File: config.mk
export PLATFORM = sky130hd
export DESIGN_NAME = pipelined_addsub_flat
export DESIGN_NICKNAME = d
export VERILOG_FILES = /design/src/rtl/pipelined_addsub_if.sv /design/src/rtl/pipelined_addsub.sv /design/src/flat_wrapper.sv
export SDC_FILE = /design/constraint.sdc
export NUM_CORES = 1
export LEC_CHECK = 0
export CORE_ASPECT_RATIO = 0.5
export CORE_MARGIN = 2
export CORE_UTILIZATION = 40
export CTS_BUF_LIST = sky130_fd_sc_hd__clkbuf_2 sky130_fd_sc_hd__clkbuf_4 sky130_fd_sc_hd__clkbuf_8
export CTS_CLUSTER_DIAMETER = 120
export DETAILED_ROUTE_END_ITERATION = 8
export DONT_BUFFER_PORTS = 1
export SETUP_SLACK_MARGIN = 0.4
export SYNTH_ARGS = -nofsm -noshare
export SYNTH_HDL_FRONTEND = slang
export SYNTH_SLANG_ARGS = --single-unit
File: constraint.sdc
create_clock -name clk -period 3.1 [get_ports clk]
set_input_delay 0.31 -clock clk [delete_from_list [all_inputs] [get_ports clk]]
set_output_delay 0.31 -clock clk [all_outputs]
set_load 0.005 [all_outputs]
File: src/rtl/pipelined_addsub_if.sv
// Operand/result handshake bundle for pipelined_addsub.
// Latency: none, wiring only.
// Backpressure: in_ready/out_ready carry flow control in each direction.
interface pipelined_addsub_if #(
    parameter int WIDTH = 16
);
    logic             in_valid;
    logic             in_ready;
    logic [WIDTH-1:0] a;
    logic [WIDTH-1:0] b;
    logic             cin;
    logic             sub;
    logic             out_valid;
    logic             out_ready;
    logic [WIDTH-1:0] sum;
    logic             cout;
    logic             ovf;

    // Operand source / result sink side.
    modport master (
        output in_valid, a, b, cin, sub, out_ready,
        input  in_ready, out_valid, sum, cout, ovf
    );

    // Arithmetic block side.
    modport slave (
        input  in_valid, a, b, cin, sub, out_ready,
        output in_ready, out_valid, sum, cout, ovf
    );
endinterface

File: src/rtl/pipelined_addsub.sv
// Pipelined WIDTH-bit add/subtract with carry/borrow-in, carry-out and signed overflow.
// Latency: STAGES cycles from accept to out_valid; one beat per cycle throughput.
// Backpressure: whole pipe stalls while the last stage holds an unconsumed result; in_ready follows.
module pipelined_addsub #(
    parameter int WIDTH  = 16,
    parameter int STAGES = 4
) (
    input  logic              clk,
    input  logic              rst_n,
    pipelined_addsub_if.slave bus
);
    // WIDTH must be a multiple of STAGES; each stage resolves one CHUNK of the carry chain.
    localparam int CHUNK = WIDTH / STAGES;

    logic             advance;
    logic [WIDTH-1:0] beff;
    logic             ceff;

    // Stage registers. xw holds resolved sum chunks below the stage boundary and the
    // still-unresolved A chunks above it. bw holds the unresolved B chunks right-aligned,
    // so the next stage always finds its B chunk in the low bits.
    logic [STAGES-1:0] vld;
    logic [WIDTH-1:0]  xw [STAGES];
    logic [WIDTH-1:0]  bw [STAGES];
    logic              cy [STAGES];
    logic              ovf_q;

    // Next-state values produced by each stage's chunk adder.
    logic              nx_v [STAGES];
    logic [WIDTH-1:0]  nx_x [STAGES];
    logic [WIDTH-1:0]  nx_b [STAGES];
    logic              nx_c [STAGES];
    logic              nx_ovf;

    // Subtraction is A + ~B + ~borrow; the inversion is applied once at the input.
    assign beff = bus.sub ? ~bus.b : bus.b;
    assign ceff = bus.cin ^ bus.sub;

    // All stages move in lock step; only a stalled full last stage freezes the pipe.
    assign advance      = ~vld[STAGES-1] | bus.out_ready;
    assign bus.in_ready = advance;

    assign bus.out_valid = vld[STAGES-1];
    assign bus.sum       = xw[STAGES-1];
    assign bus.cout      = cy[STAGES-1];
    assign bus.ovf       = ovf_q;

    for (genvar k = 0; k < STAGES; k++) begin : g_stage
        localparam int               LSB   = k * CHUNK;
        localparam logic [WIDTH-1:0] CMASK = WIDTH'({CHUNK{1'b1}}) << LSB;

        logic             src_v;
        logic             src_c;
        logic [WIDTH-1:0] src_x;
        logic [WIDTH-1:0] src_b;
        logic [CHUNK:0]   part;

        if (k == 0) begin : g_head
            assign src_v = bus.in_valid;
            assign src_c = ceff;
            assign src_x = bus.a;
            assign src_b = beff;
        end else begin : g_body
            assign src_v = vld[k-1];
            assign src_c = cy[k-1];
            assign src_x = xw[k-1];
            assign src_b = bw[k-1];
        end

        assign part    = {1'b0, src_x[LSB +: CHUNK]} + {1'b0, src_b[CHUNK-1:0]}
                       + (CHUNK+1)'(src_c);
        assign nx_v[k] = src_v;
        assign nx_c[k] = part[CHUNK];
        assign nx_x[k] = (src_x & ~CMASK) | (WIDTH'(part[CHUNK-1:0]) << LSB);
        assign nx_b[k] = src_b >> CHUNK;

        if (k == STAGES - 1) begin : g_tail
            // Carry into the MSB is recovered from the MSB sum bit and its two operand bits.
            assign nx_ovf = part[CHUNK] ^ (part[CHUNK-1] ^ src_x[WIDTH-1] ^ src_b[CHUNK-1]);
        end
    end

    // Shift the whole pipe on advance; data registers only load behind a valid beat.
    always_ff @(posedge clk or negedge rst_n) begin
        if (!rst_n) begin
            vld   <= '0;
            ovf_q <= 1'b0;
            for (int k = 0; k < STAGES; k++) begin
                xw[k] <= '0;
                bw[k] <= '0;
                cy[k] <= 1'b0;
            end
        end else if (advance) begin
            for (int k = 0; k < STAGES; k++) begin
                vld[k] <= nx_v[k];
                if (nx_v[k]) begin
                    xw[k] <= nx_x[k];
                    cy[k] <= nx_c[k];
                    if (k < STAGES - 1) begin
                        bw[k] <= nx_b[k];
                    end
                end
            end
            if (nx_v[STAGES-1]) begin
                ovf_q <= nx_ovf;
            end
        end
    end
endmodule

File: src/flat_wrapper.sv
// flat-port wrapper written by rule: the top's interface ports become plain ports
module pipelined_addsub_flat 
#(
    parameter int WIDTH  = 16,
    parameter int STAGES = 4
)
  (clk, rst_n, bus_in_valid, bus_a, bus_b, bus_cin, bus_sub, bus_out_ready, bus_in_ready, bus_out_valid, bus_sum, bus_cout, bus_ovf);
  pipelined_addsub_if #(.WIDTH(WIDTH)) bus_i ();
  input  logic clk;
  input  logic rst_n;
  input wire logic [$bits(bus_i.in_valid)-1:0] bus_in_valid;
  input wire logic [$bits(bus_i.a)-1:0] bus_a;
  input wire logic [$bits(bus_i.b)-1:0] bus_b;
  input wire logic [$bits(bus_i.cin)-1:0] bus_cin;
  input wire logic [$bits(bus_i.sub)-1:0] bus_sub;
  input wire logic [$bits(bus_i.out_ready)-1:0] bus_out_ready;
  output wire logic [$bits(bus_i.in_ready)-1:0] bus_in_ready;
  output wire logic [$bits(bus_i.out_valid)-1:0] bus_out_valid;
  output wire logic [$bits(bus_i.sum)-1:0] bus_sum;
  output wire logic [$bits(bus_i.cout)-1:0] bus_cout;
  output wire logic [$bits(bus_i.ovf)-1:0] bus_ovf;
  assign bus_i.in_valid = bus_in_valid;
  assign bus_i.a = bus_a;
  assign bus_i.b = bus_b;
  assign bus_i.cin = bus_cin;
  assign bus_i.sub = bus_sub;
  assign bus_i.out_ready = bus_out_ready;
  assign bus_in_ready = bus_i.in_ready;
  assign bus_out_valid = bus_i.out_valid;
  assign bus_sum = bus_i.sum;
  assign bus_cout = bus_i.cout;
  assign bus_ovf = bus_i.ovf;
  pipelined_addsub #(.WIDTH(WIDTH), .STAGES(STAGES)) u_core (.clk(clk), .rst_n(rst_n), .bus(bus_i));
endmodule
Yosys cells after proc, flatten, opt, wreduce, memory -nomap -nowiden
Index checks and enable logic that the tools add are counted.
{ "word_totals": {"out_inout_bits": 20, "reg_bits": 97, "input_bits": 38} }
{ "classes": {"addsub": 8, "n_reduce_logical": 4, "n_bitwise": 11, "mux": 1} }
{ "op_table": {"columns": ["op", "n"], "rows": [
  ["adder 4 x 4 -> 5 bit", 4],
  ["adder 5 x 1 -> 5 bit", 4],
  ["2-to-1 mux 16 bit", 1],
  ["NOT 16 bit", 1],
  ["bitwise OR 12 x 16 -> 16 bit", 1],
  ["bitwise OR 16 x 12 -> 16 bit", 1],
  ["bitwise OR 16 x 4 -> 16 bit", 1],
  ["bitwise OR 16 x 8 -> 16 bit", 1],
  ["AND reduction 2 bit", 4],
  ["XOR 1 bit", 4],
  ["NOT 1 bit", 1],
  ["bitwise OR 1 bit", 1]
]} }

Longest topological paths before layout
{ "depth": {"ltp_word": 5, "mapped_depth": 8} }

Worst setup path before layout
OpenSTA, ideal clock, no wires.
{ "synth_timing": {"path_type": "input to register", "startpoint": "input port bus_sub", "endpoint": "register u_core.cy (netlist bit u_core.g_stage[1].src_c)", "setup_time_ns": 0.133, "setup_slack_ns": 0.952, "t_arrival_ns": 2.015, "stages": 8, "t_required_ns": 2.967, "cell_sequence": "buf_2 buf_4 xor2_1 fa_1 fa_1 a21o_1 a21oi_1 o21ai_0"} }
{ "synth_between": {"elab_chain_cells": 3} }
{ "synth_lines": {"columns": ["element", "line", "source"], "rows": [
  ["start: declaration", "flat_wrapper.sv:15", "input wire logic [$bits(bus_i.sub)-1:0] bus_sub;"],
  ["2-to-1 mux 16 bit", "pipelined_addsub.sv:36", "assign beff = bus.sub ? ~bus.b : bus.b;"],
  ["adder 4 x 4 -> 5 bit", "pipelined_addsub.sv:70", "assign part = {1'b0, src_x[LSB +: CHUNK]} + {1'b0, src_b[CHUNK-1:0]}"],
  ["adder 5 x 1 -> 5 bit *", "pipelined_addsub.sv:71", "+ (CHUNK+1)'(src_c);"],
  ["end signal: indexed assignment", "pipelined_addsub.sv:98", "cy[k] <= nx_c[k];"],
  ["end: declaration", "pipelined_addsub.sv:25", "logic cy [STAGES];"]
]} }
Every way passes the cells marked *; elsewhere a longest branch is shown, timed or not.
A chain may end at the register's enable or synchronous reset.

Worst setup path after layout
{ "layout_timing": {"startpoint": "register u_core.bw (netlist bit u_core.g_stage[3].src_b[0])", "endpoint": "register u_core.ovf_q, in the netlist u_core.bus.ovf"} }
{ "layout_between": {"elab_chain_cells": 5} }
{ "layout_lines": {"columns": ["element", "line", "source"], "rows": [
  ["start: declaration", "pipelined_addsub.sv:24", "logic [WIDTH-1:0] bw [STAGES];"],
  ["start signal: indexed assignment", "pipelined_addsub.sv:100", "bw[k] <= nx_b[k];"],
  ["adder 4 x 4 -> 5 bit *", "pipelined_addsub.sv:70", null],
  ["adder 5 x 1 -> 5 bit *", "pipelined_addsub.sv:71", null],
  ["XOR 1 bit (2 in series)", "pipelined_addsub.sv:79", "assign nx_ovf = part[CHUNK] ^ (part[CHUNK-1] ^ src_x[WIDTH-1] ^ src_b[CHUNK-1]);"],
  ["XOR 1 bit *", "pipelined_addsub.sv:79", null],
  ["end signal: assignment", "pipelined_addsub.sv:105", "ovf_q <= nx_ovf;"],
  ["end: declaration", "pipelined_addsub.sv:26", "logic ovf_q;"]
]} }
Marked as above.

==> run metrics <==
outcome=completed; dpl cells=444; initial antenna violation count=1; Worst-Margin Slew=~0.9 ns; post-route ant nets=0; final hold violations=0; non-filler cells in the finished layout=about 460; synth warn=0; H-tree Lvls=3; first-pass GRT wire length=around 12000 µm; Worst-path clk slew=0.10 ns; CP cell instances=inv_1 > fa_1 > fa_1 > nand2b_1 > a21oi_1 > xnor2_1 > xnor2_1 > o21ai_1; Worst path top cell family by delay=adder cells; 1st-iter DRT viols=about 110; CTS Sinks=a little under 100; synth unique cells=25; Mapped Cells=roughly 320; Final Wtd Congestion=0.7626; via count of the first global-routing pass=between 2000 and 2500; Worst setup EP type=flop; multiplexer area fraction after synthesis=between 10% and 20%; crit path max-delay cell type=fa_1; Post-Syn Area=between 4000 and 5000 µm²; CTS tree=built; GRT Total Usage=between 10% and 20%; Post-Synth Adder-Cell Area=under 10%; fin crit share=a little over two thirds; main combinational cell family by area after synthesis=multiplexers; Pins Over Slew Limit=0; reg-to-reg slack, setup=0.92 ns; Levels on crit path=8; pin count of the biggest net entering global routing=98; FF-to-FF path depth=8; register area share after synthesis=56.79%; DR pass1 iterations=4; clk_lat worst skew=roughly 0.36 ns; RSZ-0062 raised after global routing=false; share of cells above drive strength 1=around 28%; DRT Wirelength=~7100 µm; Initial Utilization=41.45%; CTS buffer count=9; die height=approximately 77 µm; WL per Instance=around 15 µm; syn_area_per_cell=roughly 14 µm²; Worst Path Required=between 3 and 4 ns; Ports=58; Die X=~150 µm; PD cells=about 1000 nW/µm²; crit path time final=2.184 ns; # port buffers=0; Synth Area in Simple Gates=4.537%; setup TNS=0 ns; Remaining DRCs=0; slew margin rel.=40.15%; Remaining Overflow, GRT=0; Worst setup SP type=flop; Pwr Total=approximately 0.0046 W; Finished Core Util=~44%; Area growth syn-to-layout=7.319%; diodes inserted=0; clock buffer depth=2; Syn Nets=between 300 and 400; Core Rows=26; Post-CTS Resized=0; Worst Hold Class=in -> reg; die area=~12000 µm²; Synth Area in Compound Gates=5.152%; Arr. time, crit path=about 2.4 ns; Post-Synth XOR/XNOR Area=between 5 and 6%; Worst Skew=around 0.0090 ns; hpwl dp=4944 µm; Yosys reg bits=97; final net count=roughly 380; Max Cap Viol=0; Max VDD drop=about 290 µV; Pleak=2.035 nW; final count of negative-setup-slack endpoints=0; core footprint=approximately 10000 µm²; Crit path largest cell delay=0.50 ns; Via Count=between 2000 and 2500; crit-path max FO=2; fmax=~460 MHz; Hold Path Depth=1; DR vias/cell=between 4 and 5; crit path buf inv count=1; root buffer cell=clkbuf_8; Crit Path Class=reg -> reg
## layer usage
metal	GRT usage (%)	vias to the layer above	wire [µm]
met3	5.536	9	390
met4	4.528	0	92
met2	21.69	38	3358
li1	-	1069	-
met1	17.78	1167	3301
met5	0	-	0
## cells in the final DEF, fill, tap and decap left out, types with 2 or more instances in the layout
| master | instances |
|---|---|
| a21o_1 | 5 |
| a21oi_1 | 6 |
| clkbuf_8 | 10 |
| clkinv_2 | 2 |
| clkinvlp_4 | 3 |
| dfrtp_1 | 97 |
| fa_1 | 8 |
| ha_1 | 12 |
| inv_1 | 8 |
| mux2_2 | 66 |
| nand2_1 | 33 |
| nand2_2 | 2 |
| nand2b_1 | 2 |
| nor2_1 | 3 |
| nor2b_4 | 2 |
| o21ai_0 | 25 |
| xnor2_1 | 18 |
| xor2_1 | 10 |
## worst reg2reg max path: cells and delay by family (launching register included)
| kind | cells | cell delay [ns] |
|---|---|---|
| AO/OA/AOI/OAI | 2 | 0.26 |
| XOR/XNOR | 2 | 0.30 |
| adder cells (fa/ha/maj) | 2 | 0.92 |
| buffers and inverters | 1 | 0.06 |
| flip-flops | 1 | 0.35 |
| AND/OR/NAND/NOR | 1 | 0.15 |
## layout make-up
class,count,area (µm²)
clock inverters,6,41.29
well taps,140,175.2
flip-flops and latches,97,2427
clock buffers,10,137.6
fillers,950,5725
inverters,9,36.28
multi-input cells,197,1724
repair buffers,3,45.04
## cell usage after synthesis (all sizes together)
master	number	share of area, %
nor2b	3	0.79
mux2	67	18
nand2b	2	0.29
xor2	10	2.0
buf	12	1.9
nor2	3	0.26
o21ai	26	3.0
fa	8	3.7
dfrtp	97	57
xnor2	18	3.7
a21o	5	0.88
nand2	35	3.2
a21oi	6	0.70
clkbuf	1	0.088
a221oi	1	0.35
a22oi	1	0.18
inv	9	0.85
ha	12	3.5
## kinds of logic after synthesis
family | after synthesis
flops | 97
mux | 67
simple gates | 43
compound gates | 39
xor+xnor | 28
buf+inv | 22
fa+ha+maj | 20
## flip-flops by register name, summed over array words and instances (netlist names)
register	cells
u_core.vld	4
u_core.g_stage.src_c	3
u_core.g_stage.src_x	48
u_core.bus.cout	1
u_core.g_stage.src_b	24
u_core.bus.sum	16
u_core.bus.ovf	1
## metrics by stage
| step | cell area (µm²) | setup WS, ns | hold slack, ns |
|---|---|---|---|
| final | 4587 | 0.9159 | 0.08928 |
| after global routing | 4587 | 0.7357 | 0.06210 |
| after CTS | 4587 | 0.8757 | 0.06580 |
| after detailed placement | 4370 | 0.8928 | 0.01563 |
| after global placement | 4370 | 0.9655 | 0.01661 |
| after floorplan | 4274 | 0.9520 | 0.01441 |
## timing repair
action,in CTS,in global routing
endpoints found under the hold margin,97,0
buffers inserted,0,0
hold buffers,2,0
endpoints found under the setup margin,0,0
## power breakdown
part / leakage [nW] / internal (W) / switching (W)
Sequential: 1.17 / 0.00184 / 0.000339
Combinational: 0.782 / 0.000919 / 0.000741
Clock: 0.0847 / 0.000313 / 0.000437
Total: 2.03 / 0.00307 / 0.00152
## worst paths after layout
kind | from | endpoint
worst max-delay path | u_core.g_stage[3].src_b[0] | u_core.bus.ovf
worst min-delay path | bus_a[9] | u_core.g_stage[1].src_x[9]
worst max register to register | u_core.g_stage[3].src_b[0] | u_core.bus.ovf
worst min register to register | u_core.g_stage[3].src_x[10] | u_core.g_stage[3].src_x[10]
max in group asynchronous | rst_n | u_core.g_stage[1].src_x[8]
min in group asynchronous | rst_n | u_core.g_stage[2].src_x[5]
Power figures use the tool's default switching activity.
